===== config.mk =====
export PLATFORM = sky130hd
export DESIGN_NAME = id_reg
export DESIGN_NICKNAME = d
export VERILOG_FILES = /design/src/rtl/id_reg_pkg.sv /design/src/rtl/id_imm_gen.sv /design/src/rtl/id_reg.sv
export SDC_FILE = /design/constraint.sdc
export NUM_CORES = 1
export LEC_CHECK = 0
export BUFFER_PORTS_ARGS = -buffer_cell sky130_fd_sc_hd__buf_2
export CORE_UTILIZATION = 40
export DETAILED_ROUTE_END_ITERATION = 10
export GPL_TIMING_DRIVEN = 0
export PLACE_DENSITY_LB_ADDON = 0.2
export SLEW_MARGIN = 0
export SYNTH_ARGS = -nofsm -noshare
export SYNTH_HDL_FRONTEND = slang
export SYNTH_HIERARCHICAL = 1
export SYNTH_SLANG_ARGS = --single-unit
export TNS_END_PERCENT = 50

===== constraint.sdc =====
create_clock -name clk -period 1.7 [get_ports clk]
set_input_delay 0.085 -clock clk [delete_from_list [all_inputs] [get_ports clk]]
set_output_delay 0.085 -clock clk [all_outputs]
set_load 0.02 [all_outputs]

===== src/rtl/id_reg_pkg.sv =====
// Shared RV32I decode constants and helpers for the ID pipeline register and
// the immediate generator.
package id_reg_pkg;

    localparam int REG_ADDR_W = 5;

    localparam logic [6:0] OPC_LOAD   = 7'b000_0011;
    localparam logic [6:0] OPC_STORE  = 7'b010_0011;
    localparam logic [6:0] OPC_BRANCH = 7'b110_0011;
    localparam logic [6:0] OPC_JAL    = 7'b110_1111;
    localparam logic [6:0] OPC_JALR   = 7'b110_0111;
    localparam logic [6:0] OPC_OP     = 7'b011_0011;
    localparam logic [6:0] OPC_OP_IMM = 7'b001_0011;
    localparam logic [6:0] OPC_LUI    = 7'b011_0111;
    localparam logic [6:0] OPC_AUIPC  = 7'b001_0111;

    localparam logic [31:0] NOP_ENC = 32'h0000_0013;

    typedef enum logic {
        ST_RUN    = 1'b0,
        ST_BUBBLE = 1'b1
    } id_state_e;

    // Only U-type and JAL have no rs1 field; unknown opcodes are treated as
    // readers so a hazard is never missed.
    function automatic logic uses_rs1(input logic [6:0] opc);
        return !(opc inside {OPC_LUI, OPC_AUIPC, OPC_JAL});
    endfunction

    function automatic logic uses_rs2(input logic [6:0] opc);
        return opc inside {OPC_BRANCH, OPC_STORE, OPC_OP};
    endfunction

endpackage


===== src/rtl/id_imm_gen.sv =====
// Combinational RV32I immediate generator (I/S/B/U/J formats, sign from
// insn[31]); shared with the branch unit.
module id_imm_gen
    import id_reg_pkg::*;
(
    input  logic [31:0] insn,
    output logic [31:0] imm
);

    logic [6:0] opc;
    assign opc = insn[6:0];

    always_comb begin
        unique case (opc)
            OPC_LOAD, OPC_OP_IMM, OPC_JALR:
                imm = {{20{insn[31]}}, insn[31:20]};
            OPC_STORE:
                imm = {{20{insn[31]}}, insn[31:25], insn[11:7]};
            OPC_BRANCH:
                imm = {{19{insn[31]}}, insn[31], insn[7], insn[30:25], insn[11:8], 1'b0};
            OPC_LUI, OPC_AUIPC:
                imm = {insn[31:12], 12'b0};
            OPC_JAL:
                imm = {{11{insn[31]}}, insn[31], insn[19:12], insn[20], insn[30:21], 1'b0};
            default:
                imm = '0;
        endcase
    end

endmodule


===== src/rtl/id_reg.sv =====
// Instruction-decode pipeline register with load-use stall and flush.
// Optional performance counters are enabled by defining ID_PERF_CNT_EN.
module id_reg
    import id_reg_pkg::*;
#(
    parameter int                ADDR_W   = 32,
    parameter int                INSN_W   = 32,
    parameter logic [INSN_W-1:0] NOP_INSN = NOP_ENC
) (
    input  logic                  clk,
    input  logic                  reset,
    input  logic                  cpu_en,
    input  logic                  if_en,
    input  logic [ADDR_W-1:0]     if_pc,
    input  logic [INSN_W-1:0]     if_insn,
    input  logic                  flush,
    output logic                  id_stall,
    output logic                  id_valid,
    output logic [ADDR_W-1:0]     id_pc,
    output logic [INSN_W-1:0]     id_insn,
    output logic [6:0]            id_opcode,
    output logic [2:0]            id_funct3,
    output logic [6:0]            id_funct7,
    output logic [REG_ADDR_W-1:0] id_rs1_addr,
    output logic [REG_ADDR_W-1:0] id_rs2_addr,
    output logic [REG_ADDR_W-1:0] id_rd_addr,
    output logic [31:0]           id_imm,
    output logic                  id_is_load
`ifdef ID_PERF_CNT_EN
    ,
    output logic [31:0]           id_stall_cnt,
    output logic [31:0]           id_flush_cnt
`endif
);

    id_state_e             state_q, state_d;
    logic                  valid_d;
    logic [ADDR_W-1:0]     pc_d;
    logic [INSN_W-1:0]     insn_d;
    logic [31:0]           imm_d;
    logic [31:0]           if_imm;
    logic [6:0]            if_opc;
    logic [REG_ADDR_W-1:0] if_rs1, if_rs2;
    logic                  hazard;

    id_imm_gen u_imm_gen (
        .insn (if_insn[31:0]),
        .imm  (if_imm)
    );

    // Decoded fields are slices of the registered instruction, so a bubble
    // automatically presents the NOP decode.
    assign id_opcode   = id_insn[6:0];
    assign id_rd_addr  = id_insn[11:7];
    assign id_funct3   = id_insn[14:12];
    assign id_rs1_addr = id_insn[19:15];
    assign id_rs2_addr = id_insn[24:20];
    assign id_funct7   = id_insn[31:25];
    assign id_is_load  = id_valid && (id_opcode == OPC_LOAD);

    assign if_opc = if_insn[6:0];
    assign if_rs1 = if_insn[19:15];
    assign if_rs2 = if_insn[24:20];

    // In BUBBLE the ID slot is never a valid load, so the state term only
    // makes the one-cycle stall explicit.
    assign hazard = (state_q == ST_RUN) && id_is_load && (id_rd_addr != '0) && if_en &&
                    ((uses_rs1(if_opc) && (if_rs1 == id_rd_addr)) ||
                     (uses_rs2(if_opc) && (if_rs2 == id_rd_addr)));

    assign id_stall = hazard && !flush;

    always_comb begin
        // NOTE: every always_comb output gets a default first so no path can infer a latch.
        state_d = ST_RUN;
        valid_d = 1'b0;
        pc_d    = '0;
        insn_d  = NOP_INSN;
        imm_d   = '0;
        if (!cpu_en || flush) begin
            state_d = ST_RUN;
        end else if (hazard) begin
            state_d = ST_BUBBLE;
        end else if (if_en) begin
            valid_d = 1'b1;
            pc_d    = if_pc;
            insn_d  = if_insn;
            imm_d   = if_imm;
        end
    end

    always_ff @(posedge clk) begin
        // NOTE: sequential state uses non-blocking assignments so every flop samples pre-edge values.
        if (reset) begin
            state_q  <= ST_RUN;
            id_valid <= 1'b0;
            id_pc    <= '0;
            id_insn  <= NOP_INSN;
            id_imm   <= '0;
        end else begin
            state_q  <= state_d;
            id_valid <= valid_d;
            id_pc    <= pc_d;
            id_insn  <= insn_d;
            id_imm   <= imm_d;
        end
    end

`ifdef ID_PERF_CNT_EN
    // Counters survive cpu_en low; only reset clears them.
    always_ff @(posedge clk) begin
        if (reset) begin
            id_stall_cnt <= '0;
            id_flush_cnt <= '0;
        end else begin
            if (id_stall) id_stall_cnt <= id_stall_cnt + 32'd1;
            if (flush)    id_flush_cnt <= id_flush_cnt + 32'd1;
        end
    end
`else
    // Performance counters are compiled out in this build.
`endif

endmodule


; ---- Word level (Yosys, flattened, before mapping)
; Index checks and enable logic that the tools add are counted.
[totals]
out_inout_bits = 131
in_bits = 69
reg_bits = 98
[op_classes]
n_mux = 3
n_reduce_logical = 21
n_eq_ne = 12
bitwise_logic = 2
[op_table]
columns = operator, count
row1 = $pmux 32 s5, 1
row2 = $eq 7x6->1 const B, 3
row3 = $eq 7x7->1 const B, 3
row4 = $eq 7x2->1 const B, 2
row5 = $eq 7x5->1 const B, 2
row6 = $eq 5x5->1, 2
row7 = $logic_and 1x1->1, 8
row8 = $reduce_bool 3->1, 2
row9 = $reduce_or 3->1, 2
row10 = $reduce_bool 5->1, 1
row11 = $reduce_or 2->1, 2
row12 = $reduce_or 4->1, 1
row13 = $logic_not 1->1, 3
row14 = $logic_or 1x1->1, 2
row15 = $mux 1, 2
row16 = $not 1->1, 2

; ---- Logic depth before layout (Yosys ltp)
; Gate-level depths: netlist of run 1.
[depth]
depth_word = 7
depth_mapped = 7
depth_no_buf = 5

; ---- Hierarchy
; The synthesis of run 1 kept the hierarchy.
[by_module_without_submodules]
columns = mod, n_inst, area_each_um2, cells_each
row1 = id_reg, 1, 3154.3, 276
row2 = id_imm_gen, 1, 546.8, 79

; ---- Worst setup path before layout of run 1
; Ideal clock, no wire load.
[synth_timing]
path_kind = register -> register
startpoint = register id_insn[7]
endpoint = register id_imm[21]
arrival_ns = 1.851
path_slack_ns = -0.210
stages_incl_launch_ff = 8
cell_sequence = dfxtp_1 or4_1 o211ai_1 nor4_1 nor3_2 buf_6 buf_6 and2_1
[synth_between]
elab_chain_cells = 5
[synth_lines]
columns = element, line_no
row1 = start: declaration, id_reg.sv:20  ; output logic [INSN_W-1:0] id_insn,
row2 = start signal: assignment, id_reg.sv:104  ; id_insn <= insn_d;
row3 = $eq 5x5->1 (tied with other cells), id_reg.sv:68  ; ((uses_rs1(if_opc) && (if_rs1 == id_rd_addr)) ||
row4 = "$logic_and 1x1->1, on equally long branches", "id_reg.sv:68, id_reg.sv:67, id_reg.sv:69"
row5 = $logic_or 1x1->1 or $logic_and 1x1->1 (tied branches), "id_reg.sv:68, id_reg.sv:67"
row6 = $logic_and 1x1->1 (*), id_reg.sv:67  ; assign hazard = (state_q == ST_RUN) && id_is_load && (id_rd_addr != '0) && if_en &&
row7 = $reduce_or 4->1 (no source line) (*), n/a
row8 = end signal: assignment, id_reg.sv:105  ; id_imm <= imm_d;
row9 = end: declaration, id_reg.sv:27  ; output logic [31:0] id_imm,
; Every way passes the cells marked *; elsewhere a longest branch is shown, timed or not.
; A chain may end at the register's enable or synchronous reset.

; ---- Worst setup path in the final report of run 1
[layout_timing]
startpoint = register id_insn[9]
endpoint = output port id_stall
[layout_between]
elab_chain_cells = 5
[layout_lines]
columns = element, line_no
row1 = $eq 5x5->1 (tied with other cells), id_reg.sv:68
row2 = "$logic_and 1x1->1, on equally long branches", "id_reg.sv:68, id_reg.sv:67, id_reg.sv:69"
row3 = $logic_or 1x1->1 or $logic_and 1x1->1 (tied branches), "id_reg.sv:68, id_reg.sv:67"
row4 = $logic_and 1x1->1 (*), id_reg.sv:67
row5 = $logic_and 1x1->1 (*), id_reg.sv:71  ; assign id_stall = hazard && !flush;
row6 = end: declaration, id_reg.sv:17  ; output logic id_stall,
; Marks and branches as above.

==> impl_metrics.yaml, run 1 <==
layout:
  drive_gt1_share_pct: 48.3
  area_growth_pct: 59.5
  final_nets: 704
  num-fill-cells: 729
  finalNonFillerCells: 748
  postLayoutCellArea_mm2: 0.00590
  diodes: 0
clocking:
  clkTransAtPathRegs_ns: 0.10
  cts-root-buf: "clkbuf_8"
  clock_path_buffers: 2
  clk_latency_ns: 0.37
  clock_sinks: 98
  cts_tree: "built"
  cts_max_level: 3
  cts_inserted_buffers: 9
die:
  io_pins: 200
  row_count: 34
  die_w_um: 98.2
  die_h_um: 98.2
  initial_utilization_pct: 41.8
  core_area_mm2: 0.00885
  die_area_mm2: 0.00964
sta:
  tightest_slew_ns: 0.386
  setup_viol: 98
  slew_violations: 0
  max-slew-margin-rel_pct: 74.3
  fin_crit_sh_pct: 114
  hold-worst-slack_ns: 0.0143
  hold_violations: 0
  max_freq_mhz: 514
  fin_skew_ns: 0.0131
  finalCriticalPeriod_ns: 1.95
  final.setup.worst_slack_ns: -0.246
  grt_setup_unrepaired: "yes"
outcome:
  violations: "design-rule violations, negative setup slack"
  status: "complete, but fails checks"
placed_design:
  dpl.hpwl_mm: 7.02
  io_buffers: 199
  post-place-cells: 662
  dp_slack_ns: -0.886
  gp_congestion: 0.827
  placed_cell_area_mm2: 0.00486
worst_setup_path:
  reg2regPathDepth: 8
  r2r_end: "id_insn[7]"
  critical-path-slowest-cell: "dfxtp_4"
  endpoint_kind: "primary output"
  required_ns: 1.62
  cp.arrival_ns: 1.86
  critPathLaunchType: "flip-flop"
  path_class: "flip-flop to primary output"
  r2r_start: "id_insn[7]"
  reg2reg_slack_ns: -0.23
  worstPathCellList: "buf_4, xor2_1, nor4_2, nor2b_1, o21ai_0, nor2_1, buf_2"
  max_stage_delay_ns: 0.36
  cp_max_fo: 3
yosys:
  yosysMostFrequentCell: "dfxtp_1"
  ys_ff_latch: 98
  syn_area_mm2: 0.00370
  ys_top_cells_by_area: "dfxtp_1, and2_1, buf_4"
  yosysSeqAreaShare_pct: 53.0
  syn_area_per_cell_um2: 10.4
  synth_top_area_share_pct: 53.0
  yosys.area.top_type: "dfxtp_1"
  ys_types: 47
  synth_flop_cell: "dfxtp_1"
  synth_fp_nets: 424
  synth_edf_count: 0
  synth_common_cells: "dfxtp_1, and2_1, buf_4, nand3_1, o21ai_0"
  syn_inst: 355
  yosys_warnings: 6
  ys_async_sr_fraction_pct: 0
routing:
  ant_nets: 0
  drc: 13
  vias: 3379
  drt-initial-drc-count: 134
  wl_mm: 10.3
  first_pass_iters: 11
  wl_per_cell_um: 13.7
  vias_per_cell: 4.52
global_route:
  grt_util_met3_pct: 4.72
  grt_pass1_wl_mm: 16.4
  grt_pass1_vias: 3375
  grt_use_met2_pct: 39.5
  top_usage_layer: "met2"
  grt-ovfl-total: 0
  antenna_found_initial: 0
  grt_max_degree: 20
  gr-usage-all-layers_pct: 22.1
  grt_use_met1_pct: 25.7
power:
  power_mw: 4.46
  power_density_mw_per_mm2: 755
  ir_drop_uv: 506
  power_leakage_nw: 3.04
hold_path:
  hold_path_class: "input pin to flip-flop"
  whs_endpoint: "id_insn[23]"
  whs_path_depth: 2
  worstHoldStart: "if_insn[23]"
job:
  maxCapViolCount: 0
worst max path at each step:
stage	slack, ns	endpoint	start
3_5_place_dp	-0.89	id_imm[13]	if_insn[4]
4_1_cts	-0.33	id_insn[7]	id_insn[7]
2_1_floorplan	-0.18	id_insn[7]	id_insn[7]
3_3_place_gp	-0.82	id_imm[13]	if_insn[4]
6_report	-0.25	id_stall	id_insn[9]
5_1_grt	-0.35	id_stall	id_insn[9]
layout by cell type (no fill, tap or decap), types with 3 or more instances in the layout:
| cell type | instances |
|---|---|
| a21o_2 | 8 |
| a22o_1 | 4 |
| and2_1 | 92 |
| and2_4 | 3 |
| and2b_1 | 3 |
| buf_2 | 204 |
| buf_4 | 41 |
| buf_6 | 6 |
| clkbuf_1 | 3 |
| clkbuf_4 | 3 |
| clkbuf_8 | 10 |
| dfxtp_1 | 92 |
| dfxtp_2 | 4 |
| dlygate4sd3_1 | 58 |
| inv_6 | 3 |
| nand2_1 | 5 |
| nand2b_1 | 3 |
| nand3_1 | 16 |
| nor2_1 | 3 |
| nor2b_1 | 6 |
| nor3b_1 | 3 |
| o21ai_0 | 13 |
| xnor2_1 | 8 |
worst max-delay path, delay by kind of cell, from the launching register on:
kind                   cells  cell delay [ns]
XOR/XNOR                   1             0.17
flip-flops                 1             0.36
AO/OA/AOI/OAI              1             0.15
buffers and inverters      2             0.30
AND/OR/NAND/NOR            3             0.51
stage by stage:
step	setup TNS, ns	utilization [%]
global placement	-65.20	55.0
CTS	-28.04	66.3
global route	-30.26	66.7
floorplan	-14.40	-
finish	-19.04	66.7
detailed placement	-69.33	55.0
cells by family after synthesis:
group                     Yosys count  share of synthesized area, %
AOI/OAI and AO/OA                  36                          7.64
muxes                               1                         0.270
buffers and inverters              53                          9.91
xor gates and xnor gates           10                          2.37
DFF                                98                          53.0
and+or+nand+nor                   157                          26.8
repair_timing:
item                       in CTS  in global routing
hold buffers                   58                  0
hold endpoints to repair       58                  0
gates cloned                    2                  1
buffers inserted                8                  1
setup endpoints to repair      98                 98
pin swaps                       6                  4
gates resized for setup        30                  8
layer usage:
metal | routed length (µm) | vias to the layer above
met3 | 715 | 13
li1 | - | 1687
met5 | 0 | -
met2 | 5120 | 138
met1 | 4260 | 1541
met4 | 164 | 0
state kept, by name, indices dropped and copies added, names as in the netlist:
name      cells
id_imm       32
id_insn      32
id_pc        32
state_q       1
id_valid      1
power by group:
group / leakage, nW / internal, mW / switching (mW)
Sequential: 0.795 / 2.32 / 0.0132
Clock: 0.110 / 0.724 / 0.902
Combinational: 2.14 / 0.273 / 0.227
area by class of cell:
cell class,instances,area [µm²],share of cell area [%]
Multi-Input combinational cell,204,1470,24.9
Buffer,51,407,6.89
Tap cell,108,135,2.29
Sequential cell,98,1970,33.4
Inverter,2,7.51,0.127
Clock buffer,9,124,2.10
Clock inverter,7,97.6,1.65
Timing Repair Buffer,269,1690,28.6
Power figures use the tool's default switching activity.
==> run 2, diff against run 1 <==
--- a/config.mk
+++ b/config.mk
@@ -10,3 +10,3 @@
 export DETAILED_ROUTE_END_ITERATION = 10
-export GPL_TIMING_DRIVEN = 0
+export GPL_TIMING_DRIVEN = 1
 export PLACE_DENSITY_LB_ADDON = 0.2
==> constraint.sdc (replaced) <==
create_clock -name clk -period 1.7 [get_ports clk]
set_input_delay 0.255 -clock clk [delete_from_list [all_inputs] [get_ports clk]]
set_output_delay 0.255 -clock clk [all_outputs]
set_load 0.02 [all_outputs]
==> run 2 against run 1 <==
The run still ends with design-rule violations, negative setup slack left. Sequential share of layout area up 5.0 points. Combinational power shrank 22%. First-iteration DRC count decreased by 15%. Final cell count fell by 12%. Via count is 10% lower. Clock power is 12% lower. Power shrank 6.9%. Routed wire length down 15%. Largest cell class is now flip-flops and latches. Hold slack gained 0.080 ns.
==> impl_metrics.yaml, run 2 (same netlist as run 1, synthesis figures left out) <==
outcome:
  status: "complete, but fails checks"
  violations: "design-rule violations, negative setup slack"
die:
  core_area_mm2: 0.00885
  die_w_um: 98.2
  initial_utilization_pct: 41.8
  row_count: 34
  die_h_um: 98.2
  io_pins: 200
  die_area_mm2: 0.00964
worst_setup_path:
  cp.arrival_ns: 1.71
  required_ns: 1.44
  path_buf_inv: 1
  path_class: "flip-flop to primary output"
  max_stage_delay_ns: 0.53
  cp_max_fo: 3
  crit_top_cell: "nor2_4"
  critical-path-slowest-cell: "or4_4"
  reg2regPathDepth: 6
  critPathLaunchType: "flip-flop"
  endpoint_kind: "primary output"
  crit_family: "simple AND/OR/NAND/NOR gates"
  worstPathCellList: "or4_4, nor2_4, nor2_2, o21ai_2, nor2_4, buf_6"
  crit_cells: 6
sta:
  max_freq_mhz: 509
  grt_setup_unrepaired: "yes"
  hold_violations: 0
  slew_violations: 0
  max-slew-margin-rel_pct: 73.8
  hold-worst-slack_ns: 0.0938
  setup_tns_ns: -19.87
  final.setup.worst_slack_ns: -0.265
  fin_skew_ns: 0.00991
  setup_viol: 98
  finalCriticalPeriod_ns: 1.96
  fin_crit_sh_pct: 116
  tightest_slew_ns: 0.393
layout:
  mostFrequentLayoutCell: "buf_2"
  final_nets: 617
  final_util_pct: 57.9
  mostFrequentLayoutCells: "buf_2, and2_1, dfxtp_1"
  reg.largest.list: "id_imm: 32 flops, id_insn: 32 flops, id_pc: 32 flops"
  diodes: 0
  area_growth_pct: 38.4
  finalNonFillerCells: 661
  drive_gt1_share_pct: 52.1
routing:
  vias_per_cell: 4.58
  wl_mm: 8.68
  ant_nets: 0
  vias: 3028
  drc: 15
  wl_per_cell_um: 13.1
  drt-initial-drc-count: 114
  first_pass_iters: 8
clocking:
  cts_inserted_buffers: 9
  cts_hold_buffers: 0
  clock_path_buffers: 2
  cts_tree: "built"
  clk_latency_ns: 0.35
  cts-root-buf: "clkbuf_8"
  clkTransAtPathRegs_ns: 0.10
  cts_max_level: 3
  clock_sinks: 98
global_route:
  grt_max_degree: 50
  grt_pass1_wl_mm: 13.8
  grt-ovfl-total: 0
  gr-usage-all-layers_pct: 18.3
  grt_pass1_vias: 2836
  antenna_found_initial: 0
placed_design:
  io_buffers: 199
  dpl.hpwl_mm: 6.58
  gp_congestion: 0.723
  dp_slack_ns: -0.374
  post-place-cells: 642
hold_path:
  whs_path_depth: 2
  hold_path_class: "input pin to flip-flop"
power:
  power_density_mw_per_mm2: 811
  power_leakage_nw: 2.65
  ir_drop_uv: 417
job:
  maxCapViolCount: 0
==> run 2: path summary, 6_finish.rpt <==
path / startpoint / end / slack [ns]
setup / recovery: id_insn[9] / id_stall / -0.26
hold / removal: if_pc[20] / id_pc[20] / 0.09
setup reg to reg: id_insn[9] / id_pc[28] / -0.24
hold reg to reg: state_q / state_q / 0.71
==> run 2: layer usage <==
metal  track usage (%)  vias up  wire (µm)
met2              31.4      137       4240
met5                 0        -          0
met1              22.0     1370       3740
li1                  -     1512          -
met4              6.54        0         87
met3              5.01        9        606
==> run 2: layout make-up <==
| class | instances | area, µm² |
|---|---|---|
| clock buffers | 10 | 138 |
| clock inverters | 6 | 55.1 |
| fillers | 815 | 3730 |
| inverters | 2 | 7.51 |
| multi-input cells | 204 | 1520 |
| flip-flops and latches | 98 | 1970 |
| well taps | 108 | 135 |
| repair buffers | 233 | 1290 |
==> run 2: where the power goes <==
| group | leakage, nW | switching, mW | internal, mW |
|---|---|---|---|
| clock | 0.0998 | 0.831 | 0.604 |
| sequential | 0.794 | 0.0107 | 2.32 |
| combinational | 1.76 | 0.207 | 0.182 |
| total | 2.65 | 1.05 | 3.10 |
==> run 2: through the flow <==
step                      power (mW)  cell area, µm²
after floorplan                 2.58            3740
after global placement          2.75            4780
after detailed placement        2.75            4780
after CTS                       4.21            5030
after global routing            4.38            5120
final                           4.15            5120
==> run 2: repair_timing <==
item	in CTS	in global routing
endpoints found under the setup margin	98	99
buffers inserted	2	2
gates resized for setup	10	16
pin swaps	4	11
==> run 3, diff against run 2 <==
CORE_UTILIZATION = 39   (was 40)
clock period = 2.05 ns   (was 1.7 ns; I/O delays follow)
==> run 3 against run 2 <==
Die area rose by 2.5%. Highest routed layer unchanged. Non-clock buffer count fell by 18. Hold slack improved by 0.039 ns. Combinational power fell by 24%. Sequential cell count did not move. The run now ends clean. Count of clock-buffer cells in the layout fell by 1. Clock skew rose by 0.00071 ns. Critical path type unchanged. Register-to-register slack improved by 0.32 ns. Cell area fell by 4.4%.
==> impl_metrics.yaml, run 3 (same netlist as run 1, synthesis figures left out) <==
worst_setup_path:
  critical-path-slowest-cell: "or4_4"
  cp.arrival_ns: 1.72
  crit_top_cell: "nor2_1"
  endpoint_kind: "primary output"
  required_ns: 1.74
  worstPathCellList: "or4_4, nor2_2, nor2_1, o21ai_2, nor2_1, buf_4"
  max_stage_delay_ns: 0.52
  reg2reg_slack_ns: 0.08
  path_class: "flip-flop to primary output"
  critPathLaunchType: "flip-flop"
  cp_max_fo: 3
layout:
  mostFrequentLayoutCell: "buf_2"
  reg.largest.list: "id_imm: 32 flops, id_insn: 32 flops, id_pc: 32 flops"
  final_util_pct: 53.2
  area_growth_pct: 32.3
  drive_gt1_share_pct: 49.6
  num-fill-cells: 889
  mostFrequentLayoutCells: "buf_2, and2_1, dfxtp_1"
  diodes: 0
  multi_input_area_mm2: 0.00146
  ff_latch_area_mm2: 0.00197
  final_nets: 599
clocking:
  cts-root-buf: "clkbuf_8"
  clkTransAtPathRegs_ns: 0.10
  cts_inserted_buffers: 9
  clk_latency_ns: 0.36
  cts_tree: "built"
  post-cts-setup-buffers: 0
  clock_sinks: 98
  clock_path_buffers: 2
  cts_hold_buffers: 0
  cts_max_level: 3
power:
  ir_drop_uv: 349
  power_density_mw_per_mm2: 712
  power_leakage_nw: 2.52
die:
  io_pins: 200
  die_area_mm2: 0.00988
  initial_utilization_pct: 40.2
  die_h_um: 99.4
  core_area_mm2: 0.00920
  row_count: 35
  die_w_um: 99.4
routing:
  ant_nets: 0
  wl_mm: 8.70
  first_pass_iters: 6
  vias_per_cell: 4.60
  vias: 2968
  drt-initial-drc-count: 41
  wl_per_cell_um: 13.5
  drc: 0
global_route:
  antenna_found_initial: 0
  grt_pass1_wl_mm: 13.3
  grt_pass1_vias: 2743
  grt_max_degree: 39
  grt-ovfl-total: 0
  gr-usage-all-layers_pct: 17.5
outcome:
  status: "finished, final reports clean"
sta:
  fin_crit_sh_pct: 98.8
  setup_viol: 0
  tightest_slew_ns: 0.480
  max_freq_mhz: 494
  fin_skew_ns: 0.0106
  final.setup.worst_slack_ns: 0.0255
  max-slew-margin-rel_pct: 67.7
  finalCriticalPeriod_ns: 2.02
  grt_setup_unrepaired: "yes"
  hold_violations: 0
  slew_violations: 0
placed_design:
  gp_congestion: 0.792
  dp_slack_ns: -0.281
  dpl.hpwl_mm: 6.46
  io_buffers: 199
hold_path:
  hold_path_class: "input pin to flip-flop"
job:
  maxCapViolCount: 0
==> run 3: final cells by class <==
type	instances	share of cell area, %
tap	111	2.84
clock buffer	9	2.53
timing repair buffer	215	22.8
multi-input combinational	204	29.9
inverter	2	0.153
sequential	98	40.3
clock inverter	6	1.51
==> run 3: critical path: cells and delay by family (launching register included) <==
| kind | cells | cell delay [ns] |
|---|---|---|
| flip-flops | 1 | 0.35 |
| buffers and inverters | 1 | 0.15 |
| AO/OA/AOI/OAI | 1 | 0.08 |
| AND/OR/NAND/NOR | 4 | 0.78 |
==> run 3: power breakdown <==
part,total [mW],leakage (nW),internal (mW),switching (mW)
sequential,1.94,0.794,1.93,0.0100
combinational,0.296,1.63,0.133,0.162
clock,1.25,0.0942,0.575,0.680
total,3.49,2.52,2.63,0.853
==> run 3: timing repair <==
item | in CTS | in global routing
endpoints found under the setup margin | 94 | 86
gates resized for setup | 21 | 2
pin swaps | 7 | 2
==> run 3: per-layer routing <==
layer / track usage (%) / up-vias / routed length (µm)
li1: - / 1477 / -
met1: 21.6 / 1357 / 3900
met2: 28.5 / 123 / 4090
met3: 4.43 / 11 / 547
met4: 8.71 / 0 / 161
met5: 0 / - / 0
==> run 3: stage by stage <==
stage          TNS, ns  cells  hold WS, ns  total power [mW]  cell area (µm²)
6_report             0    645        0.133              3.49             4900
5_1_grt          -3.79    645        0.119              3.64             4900
4_1_cts        -0.0117    645        0.122              3.54             4890
3_5_place_dp    -11.64    631        0.509              2.27             4610
3_3_place_gp    -11.00    631        0.505              2.26             4610
2_1_floorplan        0    355        0.409              2.14             3700
==> run 3: path summary, 6_finish.rpt <==
path                    from    endpoint  depth (start not counted)
hold reg to reg      state_q     state_q                          4
setup / recovery  id_insn[9]    id_stall                          6
hold / removal     if_pc[19]   id_pc[19]                          2
setup reg to reg  id_insn[5]  id_imm[23]                          6
